### config.mk
export PLATFORM = sky130hd
export DESIGN_NAME = capture_ctrl
export DESIGN_NICKNAME = d
export VERILOG_FILES = /design/src/rtl/capture_pkg.sv /design/src/rtl/cap_decim.sv /design/src/rtl/capture_ctrl.sv
export SDC_FILE = /design/constraint.sdc
export NUM_CORES = 1
export LEC_CHECK = 0
export ABC_AREA = 1
export CORE_ASPECT_RATIO = 2
export CORE_MARGIN = 4
export CORE_UTILIZATION = 47
export CTS_BUF_LIST = sky130_fd_sc_hd__clkbuf_4 sky130_fd_sc_hd__clkbuf_8 sky130_fd_sc_hd__clkbuf_16
export CTS_CLUSTER_DIAMETER = 50
export DETAILED_ROUTE_END_ITERATION = 12
export GPL_TIMING_DRIVEN = 0
export PLACE_DENSITY = 0.77
export SYNTH_ARGS = -nofsm -noshare
export SYNTH_HDL_FRONTEND = slang
export SYNTH_SLANG_ARGS = --single-unit
### constraint.sdc
create_clock -name clk -period 2.3 [get_ports clk]
set_input_delay 0.345 -clock clk [delete_from_list [all_inputs] [get_ports clk]]
set_output_delay 0.345 -clock clk [all_outputs]
set_load 0.02 [all_outputs]
### src/rtl/capture_pkg.sv
// Shared types, constants and helpers for the capture sequencer (capture_ctrl and cap_decim).
package capture_pkg;

    typedef enum logic [2:0] {IDLE, FILL, ARMED, POST, DONE} cap_state_t;

    localparam int DEC_CNT_W = 16;

    // Post-trigger count is capped so at least one pre-trigger sample always fits.
    function automatic int unsigned pe_clamp(input int unsigned trig_pos, input int unsigned depth);
        return (trig_pos > depth - 1) ? depth - 1 : trig_pos;
    endfunction

endpackage

### src/rtl/cap_decim.sv
// Decimation counter: strobe fires once every 2^decimator enabled clocks.
module cap_decim
    import capture_pkg::*;
(
    input  logic       clk,
    input  logic       rst,
    input  logic       en,
    input  logic       clr,
    input  logic [3:0] decimator,
    output logic       strobe
);

    logic [DEC_CNT_W-1:0] r_cnt;
    logic [DEC_CNT_W-1:0] w_last;

    assign w_last = (DEC_CNT_W'(1) << decimator) - DEC_CNT_W'(1);
    assign strobe = en && (r_cnt == w_last);

    always_ff @(posedge clk) begin
        if (rst || clr) begin
            r_cnt <= '0;
        end else if (en) begin
            r_cnt <= strobe ? '0 : r_cnt + 1'b1;
        end
    end

endmodule

### src/rtl/capture_ctrl.sv
// Multi-channel capture sequencer feeding circular RAM queues through one shared write port.
// Define CAPTURE_TRIG_ADDR_EN to add the trig_addr output (address of the trigger sample).
module capture_ctrl
    import capture_pkg::*;
#(
    parameter int NCH   = 5,
    parameter int DW    = 8,
    parameter int DEPTH = 384,
    parameter int AW    = $clog2(DEPTH)
) (
    input  logic              clk,
    input  logic              rst,
    input  logic              start,
    input  logic              trig,
    input  logic [3:0]        decimator,
    input  logic [AW-1:0]     trig_pos,
    input  logic [NCH*DW-1:0] ch_in,
    output logic              we,
    output logic [AW-1:0]     waddr,
    output logic [NCH*DW-1:0] wdata,
    output logic              capturing,
    output logic              set_capture_done
`ifdef CAPTURE_TRIG_ADDR_EN
    ,
    output logic [AW-1:0]     trig_addr
`endif
);

    cap_state_t        r_state;
    logic              r_we;
    logic [AW-1:0]     r_wptr;
    logic [NCH*DW-1:0] r_wdata;
    logic              r_capturing;
    logic              r_done;
    logic              r_done_arm;
    logic [3:0]        r_dec;
    logic [AW-1:0]     r_pe;
    logic [AW:0]       r_fill_cnt;
    logic [AW:0]       r_post_cnt;

    logic              w_strobe;
    logic              w_start_ok;
    logic [AW:0]       w_fill_tgt;
    logic [AW:0]       w_pe_ext;
    logic [AW-1:0]     w_wptr_inc;
    logic [AW-1:0]     w_wptr_next;

    assign w_start_ok  = start && (r_state == IDLE || r_state == DONE);
    assign w_pe_ext    = {1'b0, r_pe};
    assign w_fill_tgt  = (AW+1)'(DEPTH) - w_pe_ext;
    assign w_wptr_inc  = (r_wptr == AW'(DEPTH - 1)) ? '0 : r_wptr + 1'b1;
    // The pointer steps past each slot once its write cycle has gone out.
    assign w_wptr_next = r_we ? w_wptr_inc : r_wptr;

    cap_decim u_decim (
        .clk       (clk),
        .rst       (rst),
        .en        (r_capturing),
        .clr       (w_start_ok),
        .decimator (r_dec),
        .strobe    (w_strobe)
    );

    always_ff @(posedge clk) begin
        if (rst) begin
            r_state     <= IDLE;
            r_we        <= 1'b0;
            r_wptr      <= '0;
            r_wdata     <= '0;
            r_capturing <= 1'b0;
            r_done      <= 1'b0;
            r_done_arm  <= 1'b0;
            r_dec       <= '0;
            r_pe        <= '0;
            r_fill_cnt  <= '0;
            r_post_cnt  <= '0;
        end else begin
            r_we       <= w_strobe;
            r_wptr     <= w_wptr_next;
            r_done     <= r_done_arm;
            r_done_arm <= 1'b0;
            if (w_strobe) begin
                r_wdata <= ch_in;
            end
            case (r_state)
                IDLE, DONE: begin
                    if (start) begin
                        r_state     <= FILL;
                        r_capturing <= 1'b1;
                        r_fill_cnt  <= '0;
                        r_post_cnt  <= '0;
                        r_dec       <= decimator;
                        r_pe        <= AW'(pe_clamp(32'(trig_pos), 32'(DEPTH)));
                    end
                end
                FILL: begin
                    if (w_strobe) begin
                        r_fill_cnt <= r_fill_cnt + 1'b1;
                        if (r_fill_cnt + 1'b1 == w_fill_tgt) begin
                            r_state <= ARMED;
                        end
                    end
                end
                ARMED: begin
                    if (w_strobe && trig) begin
                        r_post_cnt <= '0;
                        if (r_pe == '0) begin
                            r_state     <= DONE;
                            r_capturing <= 1'b0;
                            r_done_arm  <= 1'b1;
                        end else begin
                            r_state <= POST;
                        end
                    end
                end
                POST: begin
                    if (w_strobe) begin
                        r_post_cnt <= r_post_cnt + 1'b1;
                        if (r_post_cnt + 1'b1 == w_pe_ext) begin
                            r_state     <= DONE;
                            r_capturing <= 1'b0;
                            r_done_arm  <= 1'b1;
                        end
                    end
                end
                default: begin
                    r_state     <= IDLE;
                    r_capturing <= 1'b0;
                end
            endcase
        end
    end

`ifdef CAPTURE_TRIG_ADDR_EN
    logic [AW-1:0] r_trig_addr;

    always_ff @(posedge clk) begin
        if (rst) begin
            r_trig_addr <= '0;
        end else if (r_state == ARMED && w_strobe && trig) begin
            r_trig_addr <= w_wptr_next;
        end
    end

    assign trig_addr = r_trig_addr;
`endif

    assign we               = r_we;
    assign waddr            = r_wptr;
    assign wdata            = r_wdata;
    assign capturing        = r_capturing;
    assign set_capture_done = r_done;

endmodule
======== Yosys cells after proc, flatten, opt, wreduce, memory -nomap -nowiden ========
Index checks and enable logic that the tools add are counted.
operators by class
  reductions and logical operators ........ 15
  add/subtract/negate cells ............... 6
  $lt $le $gt $ge ......................... 1
  shifts and indexed selects .............. 1
  mux-type cells .......................... 28
  equal/unequal tests ..................... 15
  bitwise gates (word level) .............. 1
operators with widths
  operator                                                               count
  10-bit 2-to-1 mux                                                      4
  10-bit case mux with 3 select lines                                    1
  3-bit 2-to-1 mux                                                       7
  10-bit by 1-bit adder with 10-bit output (second input constant)       2
  10-bit case mux with 2 select lines                                    1
  9-bit 2-to-1 mux                                                       2
  16-bit by 1-bit adder with 16-bit output (second input constant)       1
  16-bit == test                                                         1
  16-bit 2-to-1 mux                                                      1
  1-bit by 4-bit left shift with 16-bit output (first input constant)    1
  16-bit by 2-bit subtractor with 16-bit output (second input constant)  1
  3-bit case mux with 4 select lines                                     1
  6-bit AND reduction                                                    2
  10-bit == test                                                         1
  10-bit by 9-bit == test with 1-bit output                              1
  2-bit != test (second input constant)                                  5
  9-bit by 9-bit subtractor with 10-bit output (first input constant)    1
  9-bit by 1-bit adder with 9-bit output (second input constant)         1
  9-bit == test (second input constant)                                  1
  9-bit > comparator (second input constant)                             1
  9-bit logical NOT                                                      1
  1-bit 2-to-1 mux                                                       9
  3-bit by 2-bit == test with 1-bit output (second input constant)       2
  2-bit by 1-bit != test with 1-bit output (second input constant)       2
  other kinds (14)                                                       17
storage, ports and cells
  output and inout bits ................... 52
  word-level logic and storage cells ...... 79
  bits of input ports ..................... 57
  register bits after elaboration ......... 105

======== Logic depth before layout (Yosys ltp) ========
  depth in word-level cells ............... 7
  gate-level depth with buffers ........... 19
  gate-level depth less buffers ........... 18

======== Cells and area by module ========
From an unflattened synthesis, not the netlist that was laid out.
unflattened totals
  cell total of the unflattened synthesis .. 896
  area, all modules ....................... 5,864.4 sq um
by module, submodules not included
  module        area an instance (sq um)  instances  seq. area each (sq um)  cells each
  capture_ctrl  4,423.0                   1          1,781.7                 648
  cap_decim     1,441.4                   1          320.3                   248

======== Worst setup path after synthesis ========
No wires, ideal clock.
  path kind ............................... flip-flop to flip-flop
  start point ............................. reg r_dec[2]
  end point ............................... reg r_post_cnt[5]
  data required time ...................... 2.172 ns
  path buffers ............................ 2
  stages on the path, launching flop included .. 19
  library setup time ...................... 0.128 ns
  setup slack ............................. -0.105 ns
  arrival time ............................ 2.277 ns
  path through ............................ dfxtp_1 -> buf_2 -> nor2_1 -> nand2_1 -> ha_1 -> inv_1 -> nand2_1 -> nand2_1 -> nor2_1 -> nand3_1 -> nor2_1 -> nand2_1 -> nor2_2 -> nand2_2 -> o21ai_2 -> nand2_2 -> buf_6 -> o21ai_1 -> nor2_1
between the ends
  longest elaborated chain between the ends .. 7
  elaborated cells between the ends (all ways) .. 8
  classes of those cells .................. add/sub: 1; eq/ne: 3; shift: 1; reduce/logical: 3
RTL lines
  what                                               line                 source
  start, declared                                    capture_ctrl.sv:36   logic [3:0] r_dec;
  start signal, assigned                             capture_ctrl.sv:92   r_dec <= decimator;
  1-bit by 4-bit left shift with 16-bit output (*)   cap_decim.sv:16      assign w_last = (DEC_CNT_W'(1) << decimator) - DEC_CNT_W'(1);
  16-bit by 2-bit subtractor with 16-bit output (*)  cap_decim.sv:16
  16-bit == test (*)                                 cap_decim.sv:17      assign strobe = en && (r_cnt == w_last);
  1-bit logical AND (*)                              cap_decim.sv:17
  1-bit logical AND                                  capture_ctrl.sv:105  if (w_strobe && trig) begin
  2-bit != test (no line)                            --
  4-bit AND reduction (no line) (*)                  --
  end signal, assigned                               capture_ctrl.sv:118  r_post_cnt <= r_post_cnt + 1'b1;
  end, declared                                      capture_ctrl.sv:39   logic [AW:0] r_post_cnt;
Mark *: on every way between the ends. The rest lies on a longest branch, timed or not.
A chain may end at the register's enable or synchronous reset.

======== Final worst setup path ========
  start point ............................. reg r_dec[1]
  end point ............................... reg r_post_cnt[7]
The elaborated chain is that of the path after synthesis.

==> reports/results.txt <==
Fin crit share = 112.0%
Worst EP arrival = 2.85 ns
Syn_nets = 940
Warnings from Yosys = 0
Starting density of the core = 47.83%
Run status = finished with violations
Min cycle time layout = 2.577 ns
Max_cap viols = 0
Row cnt = 56
Antenna cells = 0
Die height = 161.9 um
Post-synth EDFFs = 0
Syn_area_per_cell = 6.343 um^2
Vias per cell = 5.233
Netlist Area Pre-Place = 5563 um^2
Initial antenna violation count = 0
Routed WL = 18,380 um
First-pass GRT wire length = 28,140 um
First DRT Iteration DRCs = 284
Final net count = 1,085
PwrDens = 843.6 nW/um^2
Slew Viols, Final = 0
Number of clock sinks = 105
Rel. slew slack = 48.90%
Post-Route M1 WL = 6039 um
Drt drc = 0
Number of I/O pins = 109
Largest net degree at the start of global routing = 20
Hold crit path type = in -> reg
Post-synthesis cell count = 877
Core ar. = 11,630 um^2
Leak pwr = 3.252 nW
RSZ-0062 raised after global routing = yes
H-tree Lvls = 3
Endpoints failing hold = 0
Area growth from synthesis to layout = 41.14%
GR Util All Layers = 25.87%
Total chip power = 0.006624 W
Main synth FF type = dfxtp_1
Synthesized flop and latch total = 105
Met3 wire len = 712 um
Dpl hpwl = 13,460 um
Clock Skew = 0.01333 ns
TritonCTS clock tree = yes
WS Path Type = reg -> reg
Slew @ Worst Pin = 0.7665 ns
Final worst slack = -0.2767 ns
PortBufs = 107
Routability Congestion = 0.9450
Clk_lat worst skew = 0.35 ns
DIE AREA = 13,750 um^2
TritonCTS buffer count = 9
CP endpoint kind = register
Violated checks = setup timing
Antenna viol nets, final = 0
Layout cells sized above 1 = 14.70%
Highest routed layer = met4
Clock Root Buffer = clkbuf_16
Ys async rst share = 0%
Longest Clk Path Bufs = 2
WHS Path Cells = 2
DRT Pass-1 Iters = 5
WL/cell = 15.68 um
Global route total overflow = 0
CP Launch Type = register
Filler cells = 1,005
Worst VDD drop = 0.5601 mV
Distinct cells, synth = 36
Final Core Density = 67.50%
Via count = 6,133
Clock transition at the registers of the reported paths = 0.08 ns
Crit path max fanout = 7
Final setup vio count = 76
Hold_buf cts = 0
Wire length on met2 = 10,350 um
Sequential-to-total area share from yosys stat = 37.79%
Register-to-Register Path Depth = 17
Vias in the first global route = 6,017
FMAX = 388.1 MHz
WP data required = 2.57 ns
Die width = 84.93 um
==> area by class of cell <==
cell class / count / area (um^2) / share of cell area (%)
Buffer: 23 / 175.2 / 2.231
Clock buffer: 10 / 232.7 / 2.964
Clock inverter: 6 / 61.31 / 0.7809
Inverter: 94 / 372.9 / 4.749
Multi-Input combinational cell: 652 / 3324 / 42.34
Sequential cell: 105 / 2113 / 26.92
Tap cell: 145 / 181.4 / 2.311
Timing Repair Buffer: 136 / 1384 / 17.63
Timing Repair inverter: 1 / 6.256 / 0.07968
==> cells by family (layout without fill, tap and decap cells) <==
| logic type | count (synthesis) | after routing | share of synthesized area [%] |
|---|---|---|---|
| AO/OA/AOI/OAI | 115 | 115 | 11.27 |
| XOR/XNOR | 23 | 23 | 3.869 |
| adder cells (fa/ha/maj) | 6 | 6 | 1.349 |
| buffers and inverters | 120 | 270 | 8.367 |
| flip-flops | 105 | 105 | 37.79 |
| AND/OR/NAND/NOR | 508 | 508 | 37.36 |
==> power breakdown <==
part	switching (W)	internal (W)
clock network	0.000754	0.000773
logic	0.00179	0.00111
registers	0.000201	0.00200
total	0.00274	0.00388
==> per-stage QoR <==
step | instances | area (um^2) | setup TNS (ns) | setup WS (ns) | hold WS (ns)
floorplan | 877 | 5594 | -0.04113 | -0.007765 | 0.3883
global placement | 1129 | 6847 | -26.65 | -0.4643 | 0.3910
detailed placement | 1129 | 6847 | -29.47 | -0.4969 | 0.4076
CTS | 1160 | 7510 | -16.16 | -0.3243 | 0.4017
global route | 1172 | 7851 | -22.99 | -0.4162 | 0.4276
finish | 1172 | 7851 | -14.50 | -0.2767 | 0.3896
==> cell usage in the layout (no fill, tap or decap), types with 7 or more instances in the layout <==
cell	count
nand2_1	189
nor2_1	183
clkdlybuf4s50_1	107
dfxtp_1	100
inv_1	81
nand3_1	55
o21ai_0	34
nor3_1	19
a21oi_1	18
buf_4	18
o21ai_1	17
o21ai_2	16
nor2_2	16
nand2_2	13
clkbuf_1	13
xor2_1	12
a21oi_2	11
xnor2_1	10
clkbuf_16	10
a211oi_1	9
inv_2	9
buf_6	8
nand4_1	7
==> worst max-delay path: stages (launching register included) <==
cell     delay [ns]
dfxtp_4        0.37
nor2_4         0.21
nand2_2        0.11
ha_4           0.28
inv_2          0.03
nand2_2        0.05
nand2_2        0.06
nor2_4         0.10
nand3_2        0.09
nor2_2         0.13
nand2_2        0.07
nor2_4         0.15
nand2_4        0.12
o21ai_4        0.18
inv_2          0.07
nor2_4         0.21
nand3_2        0.11
a21oi_2        0.15
==> what timing repair did <==
item	in CTS	in global routing
hold endpoints to repair	0	0
buffers inserted	12	13
gates cloned	4	2
pin swaps	20	28
endpoints found under the setup margin	82	82
resized for setup	61	77
==> state kept, by name (all words and copies together) (netlist names) <==
name and flops:
r_done_arm 1, wdata 40, r_post_cnt 10, capturing 1, we 1, set_capture_done 1
r_fill_cnt 10, r_state 3, u_decim.r_cnt 16, waddr 9, r_dec 4, r_pe 9
==> synth_stat cells (all sizes together) (2+ instances only) <==
master / count / area share, %
clkbuf: 16 / 1.1
nand3: 61 / 5.5
xor2: 12 / 1.9
a21oi: 30 / 2.8
o21a: 2 / 0.27
nor3: 19 / 1.7
dfxtp: 105 / 38
ha: 6 / 1.3
or2: 2 / 0.23
a211oi: 9 / 1.2
nor2: 205 / 14
nand4: 7 / 0.79
clkinv: 2 / 0.14
nand3b: 2 / 0.27
buf: 10 / 0.94
o21bai: 3 / 0.40
inv: 92 / 6.2
o21ai: 68 / 6.2
nand2: 208 / 14
nor3b: 3 / 0.40
xnor2: 10 / 1.6
==> worst paths after layout <==
path | endpoint | startpoint | slack [ns]
min | waddr[8] | rst | 0.39
max | r_post_cnt[7] | r_dec[1] | -0.28
min reg2reg | set_capture_done | r_done_arm | 0.41
max reg2reg | r_post_cnt[7] | r_dec[1] | -0.28
==> metal layers <==
layer / up-vias / global-route usage, %
li1: 3070 / -
met1: 2809 / 22.91
met2: 173 / 50.07
met3: 81 / 4.873
met4: 0 / 18.44
met5: - / 0
(Power assumes the default switching activity.)
